**config.mk**
```make
export PLATFORM = sky130hd
export DESIGN_NAME = serdes_err_inj
export DESIGN_NICKNAME = d
export VERILOG_FILES = /design/src/rtl/serdes_err_inj_pkg.sv /design/src/rtl/serdes_err_inj_lfsr.sv /design/src/rtl/serdes_err_inj.sv
export SDC_FILE = /design/constraint.sdc
export NUM_CORES = 1
export LEC_CHECK = 0
export BUFFER_PORTS_ARGS = -buffer_cell sky130_fd_sc_hd__buf_2
export CAP_MARGIN = 20
export CORE_ASPECT_RATIO = 0.6
export CORE_MARGIN = 10
export CORE_UTILIZATION = 54
export CTS_CLUSTER_DIAMETER = 100
export DETAILED_ROUTE_END_ITERATION = 8
export PLACE_DENSITY = 0.8
export SYNTH_ARGS = -nofsm -noshare
export SYNTH_HDL_FRONTEND = slang
export SYNTH_SLANG_ARGS = --single-unit
```
**constraint.sdc**
```tcl
create_clock -name rx_clk -period 3.5 [get_ports rx_clk]
set_input_delay 0.35 -clock rx_clk [delete_from_list [all_inputs] [get_ports rx_clk]]
set_output_delay 0.35 -clock rx_clk [all_outputs]
set_load 0.03 [all_outputs]
```
**src/rtl/serdes_err_inj_pkg.sv**
```systemverilog
// Shared types and constants for the SerDes sync-header error injector.
package serdes_err_inj_pkg;

  typedef enum logic [1:0] {
    ST_IDLE,
    ST_WARMUP,
    ST_INJECT,
    ST_DONE
  } state_t;

  localparam logic [1:0]  INVALID_HDR = 2'b11;
  localparam logic [1:0]  SYNC_DATA   = 2'b01;
  localparam logic [1:0]  SYNC_CTRL   = 2'b10;

  // Right-shift Galois mask for x^32 + x^22 + x^2 + x + 1.
  localparam logic [31:0] LFSR_POLY   = 32'h8020_0003;

  function automatic logic [15:0] sat_inc16(input logic [15:0] v);
    return (v == '1) ? v : v + 16'd1;
  endfunction

endpackage

```
**src/rtl/serdes_err_inj_lfsr.sv**
```systemverilog
// 32-bit Galois LFSR with loadable seed and advance enable.
module err_inj_lfsr
  import serdes_err_inj_pkg::*;
(
  input  logic        i_clk,
  input  logic        i_rst,
  input  logic        i_en,
  input  logic [31:0] i_seed,
  output logic [31:0] o_value
);

  always_ff @(posedge i_clk) begin
    if (i_rst) begin
      // A zero seed would lock the register at zero.
      o_value <= (i_seed == '0) ? 32'd1 : i_seed;
    end else if (i_en) begin
      o_value <= o_value[0] ? ((o_value >> 1) ^ LFSR_POLY) : (o_value >> 1);
    end
  end

endmodule

```
**src/rtl/serdes_err_inj.sv**
```systemverilog
// Sync-header error injector between PHY TX and RX for block-lock testing.
// Define SERDES_ERR_INJ_DATA_EN to also flip out_data bit 0 on corrupted headers.
module serdes_err_inj
  import serdes_err_inj_pkg::*;
#(
  parameter int unsigned DATA_WIDTH = 64,
  parameter int unsigned HDR_WIDTH  = 2,
  parameter int unsigned ARM_COUNT  = 100,
  parameter int unsigned TOTAL_HDR  = 500,
  parameter logic [31:0] LFSR_SEED  = 32'h1
) (
  input  logic                  rx_clk,
  input  logic                  rx_rst,
  input  logic [DATA_WIDTH-1:0] in_data,
  input  logic [HDR_WIDTH-1:0]  in_hdr,
  input  logic                  cfg_enable,
  input  logic [31:0]           cfg_threshold,
  input  logic                  rx_block_lock,
  output logic [DATA_WIDTH-1:0] out_data,
  output logic [HDR_WIDTH-1:0]  out_hdr,
  output logic [15:0]           count_valid,
  output logic [15:0]           count_invalid,
  output logic                  lock_lost,
  output logic [15:0]           lock_lost_count,
  output logic                  done
);

  state_t      r_state;
  logic [31:0] r_warm_cnt;
  logic [31:0] w_warm_next;
  logic [31:0] w_lfsr;
  logic        w_lfsr_en;
  logic        w_corrupt;
  logic [16:0] w_total_next;
  logic [15:0] w_total_sat;

  assign w_lfsr_en    = (r_state != ST_IDLE);
  assign w_corrupt    = (r_state == ST_INJECT) && cfg_enable && (w_lfsr < cfg_threshold);
  assign w_warm_next  = r_warm_cnt + 32'd1;
  assign w_total_next = {1'b0, count_valid} + {1'b0, count_invalid} + 17'd1;
  assign w_total_sat  = w_total_next[16] ? 16'hFFFF : w_total_next[15:0];

  err_inj_lfsr u_lfsr (
    .i_clk   (rx_clk),
    .i_rst   (rx_rst),
    .i_en    (w_lfsr_en),
    .i_seed  (LFSR_SEED),
    .o_value (w_lfsr)
  );

  always_ff @(posedge rx_clk) begin
    if (rx_rst) begin
      out_data        <= '0;
      out_hdr         <= '0;
      count_valid     <= '0;
      count_invalid   <= '0;
      lock_lost       <= 1'b0;
      lock_lost_count <= '0;
      done            <= 1'b0;
      r_warm_cnt      <= '0;
      r_state         <= ST_IDLE;
    end else begin
      out_data <= in_data;
      out_hdr  <= w_corrupt ? HDR_WIDTH'(INVALID_HDR) : in_hdr;
`ifdef SERDES_ERR_INJ_DATA_EN
      if (w_corrupt) out_data[0] <= ~in_data[0];
`endif
      if (!cfg_enable) begin
        r_state <= ST_IDLE;
      end else begin
        case (r_state)
          ST_IDLE: begin
            count_valid     <= '0;
            count_invalid   <= '0;
            lock_lost       <= 1'b0;
            lock_lost_count <= '0;
            done            <= 1'b0;
            r_warm_cnt      <= '0;
            r_state         <= ST_WARMUP;
          end
          ST_WARMUP: begin
            r_warm_cnt <= w_warm_next;
            if (w_warm_next >= ARM_COUNT) r_state <= ST_INJECT;
          end
          ST_INJECT: begin
            if (w_corrupt) count_invalid <= sat_inc16(count_invalid);
            else           count_valid   <= sat_inc16(count_valid);
            // Capture includes the header being counted in this same cycle.
            if (!rx_block_lock && !lock_lost) begin
              lock_lost       <= 1'b1;
              lock_lost_count <= w_total_sat;
            end
            if (w_total_next >= 17'(TOTAL_HDR)) begin
              done    <= 1'b1;
              r_state <= ST_DONE;
            end
          end
          ST_DONE: r_state <= ST_DONE;
          default: r_state <= ST_IDLE;
        endcase
      end
    end
  end

endmodule
```
==> summary.txt, run 1 <==
GRT
  • Met1 Use GR: 33.41%
  • Gr usage total: 23.03%
  • GR Overflow Total: 0
  • Busiest layer in global routing: met1
  • First-pass GRT wire length: 43900 um
  • Met2 Track Usage GR: 33.08%
  • Initial antenna violation count: 0
  • Global routing usage on met3: 6.992%
  • Vias in the first global route: 8102
  • Largest net degree at the start of global routing: 93

STA
  • RSZ-0062 raised after global routing: false
  • Worst rel slew slack: 34.77%
  • Hold Vio Cnt, Final: 0
  • Tcrit/Tclk final: 92.79%
  • Max Clock Freq: 307.9 MHz
  • Worst setup margin: 0.2522 ns
  • Final slew viol count: 0
  • Final min period: 3.248 ns
  • Clock skew: 0.01262 ns
  • Slew at the pin closest to its max-slew limit: 0.9785 ns
  • Sum of negative setup slack: 0 ns
  • Final setup fails: 0

Detailed routing
  • Residual DRC: 0
  • Post-DRT Antenna Nets: 0
  • DR vias: 8847
  • Routed Wire Length: 27260 um
  • Mean routed wirelength per cell: 17.73 um
  • First-pass DRT Iterations: 5
  • Via/cell ratio: 5.756
  • Iter 0 DRT Violations: 766

Worst setup path
  • CP bufs+invs: 2
  • CP required: 3.77 ns
  • CP arrival: 3.52 ns
  • Crit path cell chain: inv_1 > ha_1 > inv_1 > fa_1 > a211oi_1 > o21ai_1 > o2111a_1 > or4_1 > a21oi_1 > o2111ai_1 > and4b_1 > nor4b_2
  • R2R cell count: 12
  • R2r endpoint: r_state[0]$_SDFFE_PP0P_
  • Top cell by count, worst path: inv_1
  • Worst reg-to-reg setup slack: 0.25 ns
  • Slowest stage delay, CP: 0.51 ns
  • Crit path max-delay cell type: or4_1
  • Crit Reg-Reg Startpoint: count_valid[0]$_SDFFE_PP0P_
  • Crit end category: register
  • CP max FO: 5
  • Startpoint Class: register
  • Delay-heaviest family, CP: compound AO/OA/AOI/OAI gates
  • WS Path Type: reg -> reg

Place
  • Placer Congestion: 0.9799
  • Dpl cells: 1504
  • DP HPWL: 20090 um
  • Dpl ws: 0.3115 ns
  • PortBufs: 217

Synth
  • Cell taking the most area after synthesis: dfxtp_1
  • Avg Cell Area, Syn: 8.434 sq um
  • Post-Syn Area: 9311 sq um
  • Ys flop type: dfxtp_1
  • Count leader, synth: dfxtp_1
  • Syn Inst Count: 1104
  • Yosys cell types: 77
  • Most frequent cells after synthesis: 182 x dfxtp_1, 141 x nand2_1, 103 x a21oi_1
  • Top cells by area, synth: dfxtp_1 39%, ha_1 6.7%, nand2_1 5.7%, a21oi_1 5.5%, nor2b_1 4.9%
  • YS warnings: 0
  • Seq/Total Area, Yosys: 39.13%
  • Async SR Flop Fraction: 0%
  • Synth Net Count: 1257
  • Post-synthesis register bit count: 182
  • Yosys top cell area share: 39.13%
  • Post-synth EDFFs: 0

Cells and area
  • Syn-to-layout area delta: 18.84%
  • Nets: 1443
  • Fin cells: 1537
  • Share of layout cells above drive strength 1: 22.95%
  • Final core occ: 64.95%
  • Ant diodes: 0

Pwr
  • Sequential share of power: 47.1%
  • Maximum VDD drop: 0.0002856 V
  • Leakage power: 5.090 nW
  • Power Density: 410.5 nW/um^2
  • P_sw: 1.246 mW
  • Sw frac: 27.43%
  • Power Internal: 3.297 mW
  • Share of power burned in the clock network: 43.4%
  • Logic pwr share: 9.5%

Die
  • Die width: 189.5 um
  • Initial Utilization: 54.66%
  • Core area: 17040 sq um
  • Ports: 218
  • FP Rows: 37
  • Die Area: 23070 sq um
  • Die Y: 121.7 um

Worst hold path
  • Hold crit path type: in -> reg
  • Hold Path End: out_data[32]$_SDFF_PP0_
  • Number of cells on the worst hold path: 2
  • Hold Startpoint: in_data[32]

Clock network
  • Num CTS Buffers: 17
  • Clock root buffer: clkbuf_16
  • Clock transition at path regs: 0.08 ns
  • Clk_lat worst skew: 0.43 ns
  • CTS tree: done
  • Max Root-Sink Buffers: 2
  • Hold buffer count at cts: 0
  • H-tree levels: 4
  • CTS Sinks: 182

Flow run
  • Max-cap viol count: 0

Status
  • Outcome: completed
==> cell families after synthesis <==
| kind of cell | Yosys count | share of synthesized area [%] |
|---|---|---|
| xor gates and xnor gates | 22 | 2.069 |
| and+or+nand+nor | 450 | 25.48 |
| DFF | 182 | 39.13 |
| buffers and inverters | 110 | 5.858 |
| muxes | 8 | 0.8600 |
| AOI/OAI and AO/OA | 281 | 19.67 |
| adders and majority gates | 51 | 6.934 |
==> worst max path at each step <==
| stage | from | to | cells past startpoint |
|---|---|---|---|
| after global routing | count_valid[0]$_SDFFE_PP0P_ | r_state[0]$_SDFFE_PP0P_ | 12 |
| final | count_valid[0]$_SDFFE_PP0P_ | r_state[0]$_SDFFE_PP0P_ | 12 |
| after floorplan | count_invalid[0]$_SDFFE_PP0P_ | done$_SDFFE_PP0P_ | 12 |
| after CTS | count_valid[0]$_SDFFE_PP0P_ | r_state[0]$_SDFFE_PP0P_ | 12 |
| after detailed placement | count_valid[0]$_SDFFE_PP0P_ | r_state[0]$_SDFFE_PP0P_ | 12 |
| after global placement | count_valid[0]$_SDFFE_PP0P_ | r_state[0]$_SDFFE_PP0P_ | 12 |
==> worst register-to-register path, cell delays in order (launching register included) <==
cell and delay (ns):
dfxtp_1 0.37, inv_1 0.08, ha_1 0.16, inv_1 0.05, fa_1 0.46, a211oi_1 0.28
o21ai_1 0.17, o2111a_1 0.32, or4_1 0.51, a21oi_1 0.19, o2111ai_1 0.13, and4b_1 0.31
nor4b_2 0.06
==> power groups by stage <==
| stage | sequential (mW) | combinational [mW] | clock [mW] |
|---|---|---|---|
| after global placement | 2.19 | 0.421 | 0 |
| final | 2.14 | 0.429 | 1.97 |
| after global routing | 2.15 | 0.470 | 2.09 |
| after CTS | 2.14 | 0.430 | 2.01 |
| after detailed placement | 2.19 | 0.428 | 0 |
| after floorplan | 2.27 | 0.180 | 0 |
==> per-layer routing <==
metal / vias to the layer above / wire length, um / share of wire (%)
met5: - / 0 / 0
met2: 417 / 11290 / 41
met4: 0 / 181 / 0.66
met3: 18 / 2737 / 10
li1: 4317 / - / -
met1: 4095 / 13050 / 48
==> sequential cells by signal (all words and copies together), names as in the netlist <==
register and cells:
count_invalid 16, count_valid 16, done 1, lock_lost 1, lock_lost_count 16, out_data 64, out_hdr 2, r_state 2
r_warm_cnt 32, u_lfsr.o_value 32
==> per-stage QoR <==
stage | hold slack, ns | instance area, sq um | power, mW
2_1_floorplan | 0.4488 | 9311 | 2.455
3_3_place_gp | 0.4297 | 10450 | 2.609
3_5_place_dp | 0.4338 | 10450 | 2.617
4_1_cts | 0.1073 | 11060 | 4.580
5_1_grt | 0.1080 | 11070 | 4.703
6_report | 0.1235 | 11070 | 4.543
==> area by class of cell <==
cell class / instances / area [sq um]
fill: 1457 / 5971
multi-input combinational: 812 / 5135
sequential: 182 / 3643
timing repair buffer: 237 / 1239
clock buffer: 17 / 425.4
tap: 234 / 292.8
clock inverter: 15 / 180.2
inverter: 40 / 150.1
==> timing repair <==
| item | CTS | global route |
|---|---|---|
| setup endpoints to repair | 0 | 2 |
| gates resized for setup | 0 | 1 |
| setup buffers | 0 | 0 |
==> layout by cell type (no fill, tap or decap), types with 21 or more instances in the layout <==
cell type	netlist	final
nor2_1	66	65
buf_2	5	216
ha_1	50	50
inv_1	40	40
a21oi_1	103	103
dfxtp_1	182	182
nand4_1	23	23
nand2_1	141	141
o21ai_0	38	37
nand3_1	25	25
nor2b_1	73	73
buf_4	4	21
a21o_1	30	30
Note: power is estimated with default switching activity, not from simulation.
==> run 2: changes to the inputs <==
Settings changed: REMOVE_ABC_BUFFERS from default to 1, TNS_END_PERCENT from default to 5.
Clock period 3.5 ns to 3.2 ns, I/O delays scaled along.
==> run 2 against run 1 <==
Worst hold slack worse by 0.037 ns. Non-clock buffer count is 17 higher. Final cell count is 1.3% higher. Die area stayed put. Critical path type unchanged.
==> summary.txt, run 2 (synthesized netlist as in run 1, its figures left out) <==
Status
  • Outcome: completed

Cells and area
  • Syn-to-layout area delta: 21.33%
  • Most frequent cells in the layout: 216 x buf_2, 182 x dfxtp_1, 141 x nand2_1
  • Largest register by flop count: out_data
  • Largest regs: out_data x64, r_warm_cnt x32, u_lfsr.o_value x32
  • Share of layout cells above drive strength 1: 24.62% (+1.7 points)
  • Fin cells: 1557 (+1.3%)
  • Final core occ: 66.31% (+1.4 points)
  • Nets: 1460 (+1.2%)
  • Layout fillers: 1432 (-1.7%)
  • Most common cell after layout, fill and taps aside: buf_2
  • Max reg flops: 64 (unchanged)

Worst setup path
  • WS Path Type: reg -> reg
  • CP bufs+invs: 2 (unchanged)
  • Crit path cell chain: ha_1 > a21oi_1 > o21ai_0 > a2111oi_0 > buf_4 > o31ai_1 > nor3_2 > a211oi_2 > buf_4 > or4_1 > a21oi_1
  • Delay-heaviest family, CP: compound AO/OA/AOI/OAI gates
  • Slowest stage delay, CP: 0.52 ns (about the same)
  • CP required: 3.56 ns (-0.21 ns)
  • CP arrival: 3.37 ns (-0.15 ns)
  • CP max FO: 19 (+14)
  • Crit end category: register
  • Crit path max-delay cell type: or4_1
  • Startpoint Class: register

Clock network
  • CTS tree: done
  • CTS resizes: 0 (unchanged)
  • Setup Fix Bufs, Post-CTS: 0 (unchanged)
  • H-tree levels: 4 (unchanged)
  • Clock transition at path regs: 0.09 ns (about the same)
  • Num CTS Buffers: 17 (unchanged)
  • Hold buffer count at cts: 0 (unchanged)
  • Max Root-Sink Buffers: 2 (unchanged)
  • Clock root buffer: clkbuf_16
  • CTS Sinks: 182 (unchanged)
  • Clk_lat worst skew: 0.44 ns (about the same)

Detailed routing
  • WL met2: 11600 um (+2.8%)
  • Via/cell ratio: 5.750 (-0.10%)
  • Post-DRT Antenna Nets: 0 (unchanged)
  • DR vias: 8953 (+1.2%)
  • Iter 0 DRT Violations: 896 (+17%)
  • Post-Route M1 WL: 12630 um (-3.2%)
  • Routed Wire Length: 27180 um (-0.27%)
  • Residual DRC: 0 (unchanged)
  • DR top layer: met4
  • Mean routed wirelength per cell: 17.46 um (-1.5%)
  • DR WL met3: 2600 um (-5.0%)
  • First-pass DRT Iterations: 7 (+2)

STA
  • Sum of negative setup slack: 0 ns (unchanged)
  • Tcrit/Tclk final: 94.24% (+1.4 points)
  • RSZ-0062 raised after global routing: true
  • Slew at the pin closest to its max-slew limit: 0.8881 ns (-0.09039 ns)
  • Max Clock Freq: 331.6 MHz (+7.7%)
  • Worst rel slew slack: 40.65% (+5.9 points)
  • Hold Vio Cnt, Final: 0 (unchanged)
  • Final slew viol count: 0 (unchanged)
  • Worst setup margin: 0.1844 ns (-0.06784 ns)
  • Final setup fails: 0 (unchanged)
  • Clock skew: 0.02135 ns (+0.008731 ns)
  • Final min period: 3.016 ns (-0.2322 ns)

Die
  • Ports: 218 (unchanged)
  • Initial Utilization: 54.66% (unchanged)
  • Core area: 17040 sq um (unchanged)
  • Die Area: 23070 sq um (unchanged)
  • FP Rows: 37 (unchanged)
  • Die width: 189.5 um (unchanged)
  • Die Y: 121.7 um (unchanged)

Place
  • PortBufs: 217 (unchanged)
  • DP HPWL: 20180 um (+0.49%)
  • Placer Congestion: 0.9418 (-3.9%)
  • Dpl cells: 1522 (+1.2%)
  • Dpl ws: 0.05397 ns (-0.2575 ns)

GRT
  • GR Overflow Total: 0 (unchanged)
  • Vias in the first global route: 8161 (+0.73%)
  • Gr usage total: 22.71% (-0.32 points)
  • Largest net degree at the start of global routing: 56 (-40%)
  • Initial antenna violation count: 3 (+3)
  • First-pass GRT wire length: 43550 um (-0.80%)

Pwr
  • Logic pwr share: 9.6% (about the same)
  • Power Internal: 3.574 mW (+8.4%)
  • Share of power burned in the clock network: 43.8% (+0.4 points)
  • Power Density: 443.7 nW/um^2 (+8.1%)
  • Maximum VDD drop: 0.0003571 V (+25%)
  • Leakage power: 5.184 nW (+1.8%)
  • Sequential share of power: 46.6% (-0.5 points)
  • Sw frac: 28.69% (+1.3 points)
  • Total power: 5.012 mW (+10%)
  • P_sw: 1.438 mW (+15%)

Flow run
  • Max-cap viol count: 0 (unchanged)

Worst hold path
  • Hold crit path type: in -> reg
run 2: worst reg2reg max path: cells and delay by family (launching register included):
family | cells | cell delay (ns)
compound gates | 6 | 1.13
fa+ha+maj | 1 | 0.27
buf+inv | 2 | 0.41
simple gates | 2 | 0.75
flops | 1 | 0.39
run 2: worst paths after layout:
check                                                startpoint                         endpoint  slack (ns)  cells past startpoint
worst min register to register  lock_lost_count[5]$_SDFFE_PP0P_  lock_lost_count[5]$_SDFFE_PP0P_        0.45                      1
worst max register to register  u_lfsr.o_value[25]$_SDFFE_PP0N_    count_invalid[9]$_SDFFE_PP0P_        0.18                     11
worst max-delay path            u_lfsr.o_value[25]$_SDFFE_PP0N_    count_invalid[9]$_SDFFE_PP0P_        0.18                     11
worst min-delay path                                in_data[61]          out_data[61]$_SDFF_PP0_        0.09                      2
run 2: metal layers:
layer	GRT usage, %	vias up
li1	-	4367
met1	32.10	4173
met2	33.36	387
met3	6.735	26
met4	5.183	0
met5	0	-
run 2: layout make-up:
class	count	area, sq um	area share [%]
timing repair buffer	254	1379	12.21
tap	234	292.8	2.592
multi-input combinational	812	5185	45.90
sequential	182	3643	32.25
antenna	3	7.507	0.06645
clock inverter	15	214.0	1.894
clock buffer	17	425.4	3.766
inverter	40	150.1	1.329
run 2: per-stage QoR:
| stage | hold WS [ns] | area (sq um) |
|---|---|---|
| 2_1_floorplan | 0.3891 | 8916 |
| 3_3_place_gp | 0.4316 | 10590 |
| 3_5_place_dp | 0.4356 | 10600 |
| 4_1_cts | 0.07670 | 11240 |
| 5_1_grt | 0.07043 | 11290 |
| 6_report | 0.08677 | 11300 |
run 2: power by group through the flow:
stage	Combinational [mW]	Sequential [mW]	Clock (mW)
after floorplan	0.158	2.49	0
after global placement	0.465	2.39	0
final	0.481	2.34	2.19
after detailed placement	0.477	2.39	0
after global routing	0.524	2.34	2.32
after CTS	0.480	2.34	2.22
